<file path="src/rtl/pito_uart_boot_loader_pkg.sv">
// Shared definitions for the UART boot loader: FSM state encoding, frame
// constants and a helper for the 17-bit load-span arithmetic.
package pito_uart_boot_loader_pkg;

   typedef enum logic [3:0] {
      BOOT_IDLE,
      BOOT_TGT,
      BOOT_CNT0,
      BOOT_CNT1,
      BOOT_ADR0,
      BOOT_ADR1,
      BOOT_DATA,
      BOOT_CSUM,
      BOOT_RESP
   } boot_state_e;

   localparam logic [7:0] BOOT_SYNC     = 8'hA5;
   localparam logic [7:0] BOOT_ACK      = 8'h4F;  // 'O'
   localparam logic [7:0] BOOT_NAK      = 8'h45;  // 'E'
   localparam logic [7:0] BOOT_TGT_IMEM = 8'h00;
   localparam logic [7:0] BOOT_TGT_DMEM = 8'h01;

   // One past the last word touched by a load. Computed in 17 bits so that
   // an ADDR/CNT pair wrapping past 16 bits still compares as out of range.
   function automatic logic [16:0] boot_span_end(input logic [15:0] addr,
                                                 input logic [15:0] cnt);
      return {1'b0, addr} + {1'b0, cnt};
   endfunction

endpackage

</file>
<file path="src/rtl/pito_boot_word_packer.sv">
// Byte-to-word packer for the boot loader.
//   clk, rst    : clock, asynchronous active-high reset
//   clear       : restart lane counter and checksum (start of a frame)
//   byte_valid  : byte_in is a payload byte to pack
//   byte_in     : payload byte
//   word        : last completed 32-bit word (byte 0 in [7:0])
//   word_valid  : one-cycle pulse, the cycle after the 4th byte of a word
//   lane_last   : the next accepted byte completes a word
//   csum        : running XOR of all payload bytes since clear
module pito_boot_word_packer (
   input  logic        clk,
   input  logic        rst,
   input  logic        clear,
   input  logic        byte_valid,
   input  logic [7:0]  byte_in,
   output logic [31:0] word,
   output logic        word_valid,
   output logic        lane_last,
   output logic [7:0]  csum
);

   logic [1:0]  lane;
   logic [23:0] shreg;

   assign lane_last = (lane == 2'd3);

   always_ff @(posedge clk or posedge rst) begin
      if (rst) begin
         lane       <= 2'd0;
         word_valid <= 1'b0;
         csum       <= 8'h00;
      end else begin
         word_valid <= byte_valid && lane_last;
         if (clear) begin
            lane <= 2'd0;
            csum <= 8'h00;
         end else if (byte_valid) begin
            lane <= lane + 2'd1;
            csum <= csum ^ byte_in;
         end
      end
   end

   // The completed word is latched separately from the shift lanes so that a
   // byte arriving during the write pulse cannot disturb the data being written.
   always_ff @(posedge clk) begin
      if (byte_valid) begin
         case (lane)
            2'd0:    shreg[7:0]   <= byte_in;
            2'd1:    shreg[15:8]  <= byte_in;
            2'd2:    shreg[23:16] <= byte_in;
            default: word         <= {byte_in, shreg};
         endcase
      end
   end

endmodule

</file>
<file path="src/rtl/pito_uart_boot_loader.sv">
// UART program loader. Parses framed load commands from the UART receiver,
// writes packed words through the imem or dmem external port and answers
// with a single status byte ('O' ok / 'E' error).
//   clk, rst                 : clock, asynchronous active-high reset
//   rx_data, rx_valid        : received byte and its one-cycle strobe
//   tx_data, tx_wr, tx_busy  : status byte, send strobe, transmitter busy
//   pito_program             : core held in program mode during a load
//   imem_req/we/addr/wdata/be: instruction memory write port
//   dmem_req/we/addr/wdata/be: data memory write port
//   busy                     : loader not idle
//   load_err                 : sticky, last frame failed
module pito_uart_boot_loader
   import pito_uart_boot_loader_pkg::*;
#(
   parameter int unsigned IMEM_WORDS     = 4096,
   parameter int unsigned DMEM_WORDS     = 4096,
   parameter int unsigned TIMEOUT_CYCLES = 1_000_000
) (
   input  logic        clk,
   input  logic        rst,
   input  logic [7:0]  rx_data,
   input  logic        rx_valid,
   output logic [7:0]  tx_data,
   output logic        tx_wr,
   input  logic        tx_busy,
   output logic        pito_program,
   output logic        imem_req,
   output logic        imem_we,
   output logic [31:0] imem_addr,
   output logic [31:0] imem_wdata,
   output logic [3:0]  imem_be,
   output logic        dmem_req,
   output logic        dmem_we,
   output logic [31:0] dmem_addr,
   output logic [31:0] dmem_wdata,
   output logic [3:0]  dmem_be,
   output logic        busy,
   output logic        load_err
);

   localparam int               TMO_W    = $clog2(TIMEOUT_CYCLES + 1);
   localparam logic [TMO_W-1:0] TMO_MAX  = TMO_W'(TIMEOUT_CYCLES);
   localparam logic [16:0]      IMEM_LIM = 17'(IMEM_WORDS);
   localparam logic [16:0]      DMEM_LIM = 17'(DMEM_WORDS);

   boot_state_e      state, state_n;
   logic             tgt_dmem;
   logic [15:0]      cnt_q;
   logic [7:0]       addr_lo;
   logic [15:0]      cur;
   logic [15:0]      words_acc;
   logic             resp_err, err_n;
   logic [TMO_W-1:0] tmo_cnt;

   logic             sync_acc, data_byte, in_frame, tmo_hit, range_bad, last_word;
   logic [31:0]      pk_word;
   logic             pk_word_valid, pk_lane_last;
   logic [7:0]       pk_csum;

   assign sync_acc  = (state == BOOT_IDLE) && rx_valid && (rx_data == BOOT_SYNC);
   assign data_byte = (state == BOOT_DATA) && rx_valid;
   assign in_frame  = (state != BOOT_IDLE) && (state != BOOT_RESP);
   assign tmo_hit   = (tmo_cnt == TMO_MAX);
   assign range_bad = boot_span_end({rx_data, addr_lo}, cnt_q) > (tgt_dmem ? DMEM_LIM : IMEM_LIM);
   assign last_word = (words_acc == cnt_q - 16'd1);

   pito_boot_word_packer u_packer (
      .clk        (clk),
      .rst        (rst),
      .clear      (sync_acc),
      .byte_valid (data_byte),
      .byte_in    (rx_data),
      .word       (pk_word),
      .word_valid (pk_word_valid),
      .lane_last  (pk_lane_last),
      .csum       (pk_csum)
   );

   always_ff @(posedge clk or posedge rst) begin
      if (rst) state <= BOOT_IDLE;
      else     state <= state_n;
   end

   always_comb begin
      state_n = state;
      err_n   = resp_err;
      tx_wr   = 1'b0;
      case (state)
         BOOT_IDLE: if (sync_acc) begin
            state_n = BOOT_TGT;
            err_n   = 1'b0;
         end
         BOOT_TGT: if (rx_valid) begin
            if (rx_data > BOOT_TGT_DMEM) begin
               state_n = BOOT_RESP;
               err_n   = 1'b1;
            end else begin
               state_n = BOOT_CNT0;
            end
         end
         BOOT_CNT0: if (rx_valid) state_n = BOOT_CNT1;
         BOOT_CNT1: if (rx_valid) state_n = BOOT_ADR0;
         BOOT_ADR0: if (rx_valid) state_n = BOOT_ADR1;
         BOOT_ADR1: if (rx_valid) begin
            if (range_bad) begin
               state_n = BOOT_RESP;
               err_n   = 1'b1;
            end else if (cnt_q == 16'd0) begin
               state_n = BOOT_CSUM;
            end else begin
               state_n = BOOT_DATA;
            end
         end
         // Leave on the byte that completes the last word; its write pulse
         // then lands while already in CSUM, so the checksum byte may follow
         // back-to-back without being mistaken for payload.
         BOOT_DATA: if (data_byte && pk_lane_last && last_word) state_n = BOOT_CSUM;
         BOOT_CSUM: if (rx_valid) begin
            state_n = BOOT_RESP;
            err_n   = (rx_data != pk_csum);
         end
         BOOT_RESP: if (!tx_busy) begin
            tx_wr   = 1'b1;
            state_n = BOOT_IDLE;
         end
         default: state_n = BOOT_IDLE;
      endcase
      // A byte arriving on the expiry cycle wins over the timeout.
      if (in_frame && !rx_valid && tmo_hit) begin
         state_n = BOOT_RESP;
         err_n   = 1'b1;
      end
   end

   always_ff @(posedge clk or posedge rst) begin
      if (rst) begin
         tgt_dmem  <= 1'b0;
         cnt_q     <= 16'd0;
         addr_lo   <= 8'd0;
         cur       <= 16'd0;
         words_acc <= 16'd0;
         resp_err  <= 1'b0;
         load_err  <= 1'b0;
         tmo_cnt   <= '0;
      end else begin
         resp_err <= err_n;
         if (state == BOOT_TGT  && rx_valid) tgt_dmem     <= rx_data[0];
         if (state == BOOT_CNT0 && rx_valid) cnt_q[7:0]   <= rx_data;
         if (state == BOOT_CNT1 && rx_valid) cnt_q[15:8]  <= rx_data;
         if (state == BOOT_ADR0 && rx_valid) addr_lo      <= rx_data;
         if (state == BOOT_ADR1 && rx_valid) begin
            cur       <= {rx_data, addr_lo};
            words_acc <= 16'd0;
         end else if (pk_word_valid) begin
            cur <= cur + 16'd1;
         end
         if (data_byte && pk_lane_last) words_acc <= words_acc + 16'd1;

         if (sync_acc)              load_err <= 1'b0;
         else if (tx_wr && resp_err) load_err <= 1'b1;

         // Inter-byte timer: cleared by any byte, saturating at the limit.
         if (rx_valid || !in_frame) tmo_cnt <= '0;
         else if (!tmo_hit)         tmo_cnt <= tmo_cnt + TMO_W'(1);
      end
   end

   // Only the selected port ever sees a pulse; all fields read 0 otherwise.
   assign imem_req   = pk_word_valid & ~tgt_dmem;
   assign imem_we    = imem_req;
   assign imem_addr  = imem_req ? {16'h0000, cur} : 32'h0;
   assign imem_wdata = imem_req ? pk_word : 32'h0;
   assign imem_be    = imem_req ? 4'hF : 4'h0;

   assign dmem_req   = pk_word_valid & tgt_dmem;
   assign dmem_we    = dmem_req;
   assign dmem_addr  = dmem_req ? {16'h0000, cur} : 32'h0;
   assign dmem_wdata = dmem_req ? pk_word : 32'h0;
   assign dmem_be    = dmem_req ? 4'hF : 4'h0;

   assign tx_data      = tx_wr ? (resp_err ? BOOT_NAK : BOOT_ACK) : 8'h00;
   assign busy         = (state != BOOT_IDLE);
   assign pito_program = busy;

endmodule
</file>
<file path="config.mk">
export PLATFORM = sky130hd
export DESIGN_NAME = pito_uart_boot_loader
export DESIGN_NICKNAME = d
export VERILOG_FILES = /design/src/rtl/pito_uart_boot_loader_pkg.sv /design/src/rtl/pito_boot_word_packer.sv /design/src/rtl/pito_uart_boot_loader.sv
export SDC_FILE = /design/constraint.sdc
export NUM_CORES = 1
export LEC_CHECK = 0
export BUFFER_PORTS_ARGS = -buffer_cell sky130_fd_sc_hd__clkbuf_2
export CORE_MARGIN = 5
export CORE_UTILIZATION = 43
export CTS_CLUSTER_DIAMETER = 30
export CTS_CLUSTER_SIZE = 24
export DETAILED_ROUTE_END_ITERATION = 6
export GPL_ROUTABILITY_DRIVEN = 1
export SYNTH_ARGS = -nofsm -noshare
export SYNTH_HDL_FRONTEND = slang
export SYNTH_SLANG_ARGS = --single-unit
</file>
<file path="constraint.sdc">
create_clock -name clk -period 9.95 [get_ports clk]
set_input_delay 1.99 -clock clk [delete_from_list [all_inputs] [get_ports clk]]
set_output_delay 1.99 -clock clk [all_outputs]
set_load 0.02 [all_outputs]
</file>
==> impl_metrics.env <==
export IMPL_io_pins=164
export IMPL_post_cts_setup_buffer_count=0
export IMPL_detail_route_wl_per_cell_um=16.3
export IMPL_cts_buffers=17
export IMPL_p_sw_frac=0.330
export IMPL_dr_pass1_iters=5
export IMPL_skew_ns=0.00949
export IMPL_wl_mm=20.8
export IMPL_drive_gt1_frac=0.210
export IMPL_route_detailed_drc=0
export IMPL_cp_slowest_cell="inv_2"
export IMPL_post_route_period_util=0.498
export IMPL_ctsHoldBuffers=0
export IMPL_cp_start_kind="input port"
export IMPL_vias=6660
export IMPL_fp_dieH_um=154
export IMPL_syn_inst=899
export IMPL_outcome="complete, no violations"
export IMPL_grt_pass1_vias=6285
export IMPL_yosys_warnings=0
export IMPL_ys_seq_area_frac=0.455
export IMPL_final_common_cell="clkbuf_2"
export IMPL_path_class="in2reg"
export IMPL_clockPowerShare=0.354
export IMPL_busiest_layer="met2"
export IMPL_switching_power_mw=0.561
export IMPL_power_internal_mw=1.14
export IMPL_layout_common_cells="clkbuf_2, dfrtp_1, nand2_1"
export IMPL_fin_hold_ws_ns=0.416
export IMPL_clockBufferDepth=2
export IMPL_synth_main_ff_cell="dfrtp_1"
export IMPL_relSlewSlack=0.404
export IMPL_cap_violations=0
export IMPL_cp_slowest_stage_delay_ns=0.59
export IMPL_cts_sinks=150
export IMPL_nets=1029
export IMPL_min_path_type="reg2reg"
export IMPL_grt_total_usage=0.174
export IMPL_drtAntennaViolNets=0
export IMPL_viasPerCell=5.23
export IMPL_grt_max_degree=65
export IMPL_use_met2=0.286
export IMPL_yosysTopAreaCellShare=0.265
export IMPL_portBuffers=128
export IMPL_seq_power_share=0.425
export IMPL_power_density_nw_per_um2=170
export IMPL_synth_top_family_by_area="simple AND/OR/NAND/NOR gates"
export IMPL_setup_viol=0
export IMPL_dp_cells=1242
export IMPL_synth_adder_area_share=0.0375
export IMPL_rsz0062_at_grt="no"
export IMPL_dp_final_hpwl_mm=14.6
export IMPL_synth_edff_count=56
export IMPL_synth_avg_cell_area_um2=9.87
export IMPL_synth_top_cell_by_area="dfrtp_1"
export IMPL_utilization=0.493
export IMPL_initialDrtViolationCount=407
export IMPL_synth_compound_area_frac=0.0858
export IMPL_fmax_mhz=202
export IMPL_fin_cells=1274
export IMPL_design_core_area_um2=20300
export IMPL_tritoncts="done"
export IMPL_finalCriticalPeriod_ns=4.95
export IMPL_path_cells="clkbuf_2, and3_1, nand2_2, inv_2, nand4_1, or4_4, a2111oi_2, a21oi_1, or2_1, o41ai_2"
export IMPL_synthMuxAreaShare=0.0432
export IMPL_finalSetupTns_ns=0
export IMPL_overflow=0
export IMPL_clock_latency_ns=0.42
export IMPL_crit_path_max_fanout=39
export IMPL_cts_root_buffer="clkbuf_16"
export IMPL_start_util=0.437
export IMPL_synth_simple_area_share=0.231
export IMPL_syn2layout_area_growth_pct=12.8
export IMPL_use_met1=0.232
export IMPL_use_met3=0.0371
export IMPL_grt_pass1_wl_mm=33.3
export IMPL_ys_types=67
export IMPL_cts_resized=0
export IMPL_p_leak_nw=4.58
export IMPL_gp_congestion=0.851
export IMPL_hold_violations=0
export IMPL_power_frac_comb=0.221
export IMPL_dieArea_um2=23600
export IMPL_htree_levels=4
export IMPL_synth_async_reset_ratio=0.627
export IMPL_slew_violations=0
export IMPL_synth_xor_area_share=0.0750
export IMPL_path_clk_slew_ns=0.06
export IMPL_crit_arrival_ns=5.27
export IMPL_peakVddDrop_mv=0.133
export IMPL_antenna_found_initial=0
export IMPL_cp_end_kind="register"
export IMPL_std_cell_rows=52
export IMPL_synth_area_top_cells="dfrtp_1, edfxtp_1, and3_1"
export IMPL_antenna_cells=0
export IMPL_required_ns=10.27
export IMPL_synth_seq_cells=150
export IMPL_tightest_slew_ns=0.886
export IMPL_synth_area_um2=8870
export IMPL_die_w_um=154
==> flip-flops by register name (all words and copies together), names as in the netlist <==
name / count
state: 4
u_packer.word: 32
u_packer.shreg: 24
cnt_q: 16
u_packer.lane: 2
load_err: 1
u_packer.csum: 8
addr_lo: 8
u_packer.word_valid: 1
tgt_dmem: 1
tmo_cnt: 20
cur: 16
words_acc: 16
resp_err: 1
==> cell type report <==
cell class	count	area [um^2]
fillers	1883	10300
clock buffers	19	433
repair buffers	133	678
inverters	22	85.1
multi-input cells	667	4330
flip-flops and latches	150	4030
well taps	270	338
clock inverters	13	111
==> per-stage QoR <==
stage	setup slack [ns]	power (mW)	cell area, um^2
6_report	5.00	1.70	10000
5_1_grt	4.79	1.79	10000
4_1_cts	5.01	1.71	10000
3_5_place_dp	4.54	1.11	9460
3_3_place_gp	4.59	1.11	9460
2_1_floorplan	4.94	1.03	9000
==> Yosys cell counts, types with 16 or more instances <==
master	n
nor3_1	16
buf_4	50
nand2_1	75
ha_1	25
xor2_1	42
nand4_1	25
a21oi_1	23
clkbuf_1	37
nand3_1	35
and3_1	66
dfrtp_1	94
xnor2_1	34
nor2_1	56
and2_1	55
edfxtp_1	56
mux2_2	26
o21ai_0	42
inv_1	21
==> layer usage <==
layer / share of wire / vias to the layer above
li1: - / 3278
met1: 0.46 / 3158
met2: 0.46 / 200
met3: 0.064 / 24
met4: 0.016 / 0
met5: 0 / -
==> worst paths after layout <==
| path | start | end | slack (ns) | depth (start not counted) |
|---|---|---|---|---|
| hold reg to reg | u_packer.shreg[20] | u_packer.word[20] | 0.42 | 0 |
| max in group asynchronous | rst | u_packer.csum[0] | 7.21 | 3 |
| min in group asynchronous | rst | tmo_cnt[15] | 1.55 | 2 |
| setup reg to reg | state[3] | state[0] | 6.00 | 10 |
| setup / recovery | rx_valid | state[0] | 5.00 | 10 |
| hold / removal | u_packer.shreg[20] | u_packer.word[20] | 0.42 | 0 |
==> power by group through the flow <==
stage / Combinational, mW / Clock [mW] / Sequential, mW
after floorplan: 0.324 / 0 / 0.710
after global placement: 0.372 / 0 / 0.735
after detailed placement: 0.375 / 0 / 0.735
after CTS: 0.377 / 0.614 / 0.723
after global routing: 0.416 / 0.642 / 0.728
final: 0.375 / 0.602 / 0.722
==> critical path: cells and delay by family <==
family | cells | cell delay (ns)
AO/OA/AOI/OAI | 3 | 0.91
buffers and inverters | 2 | 0.78
AND/OR/NAND/NOR | 5 | 1.57
==> logic make-up (layout without fill, tap and decap cells) <==
logic type,after synthesis,count (layout)
XOR/XNOR,76,76
AND/OR/NAND/NOR,380,380
AO/OA/AOI/OAI,115,115
flip-flops,150,150
adder cells (fa/ha/maj),26,26
other,1,35
multiplexers,35,35
buffers and inverters,116,187
(Power assumes the default switching activity.)
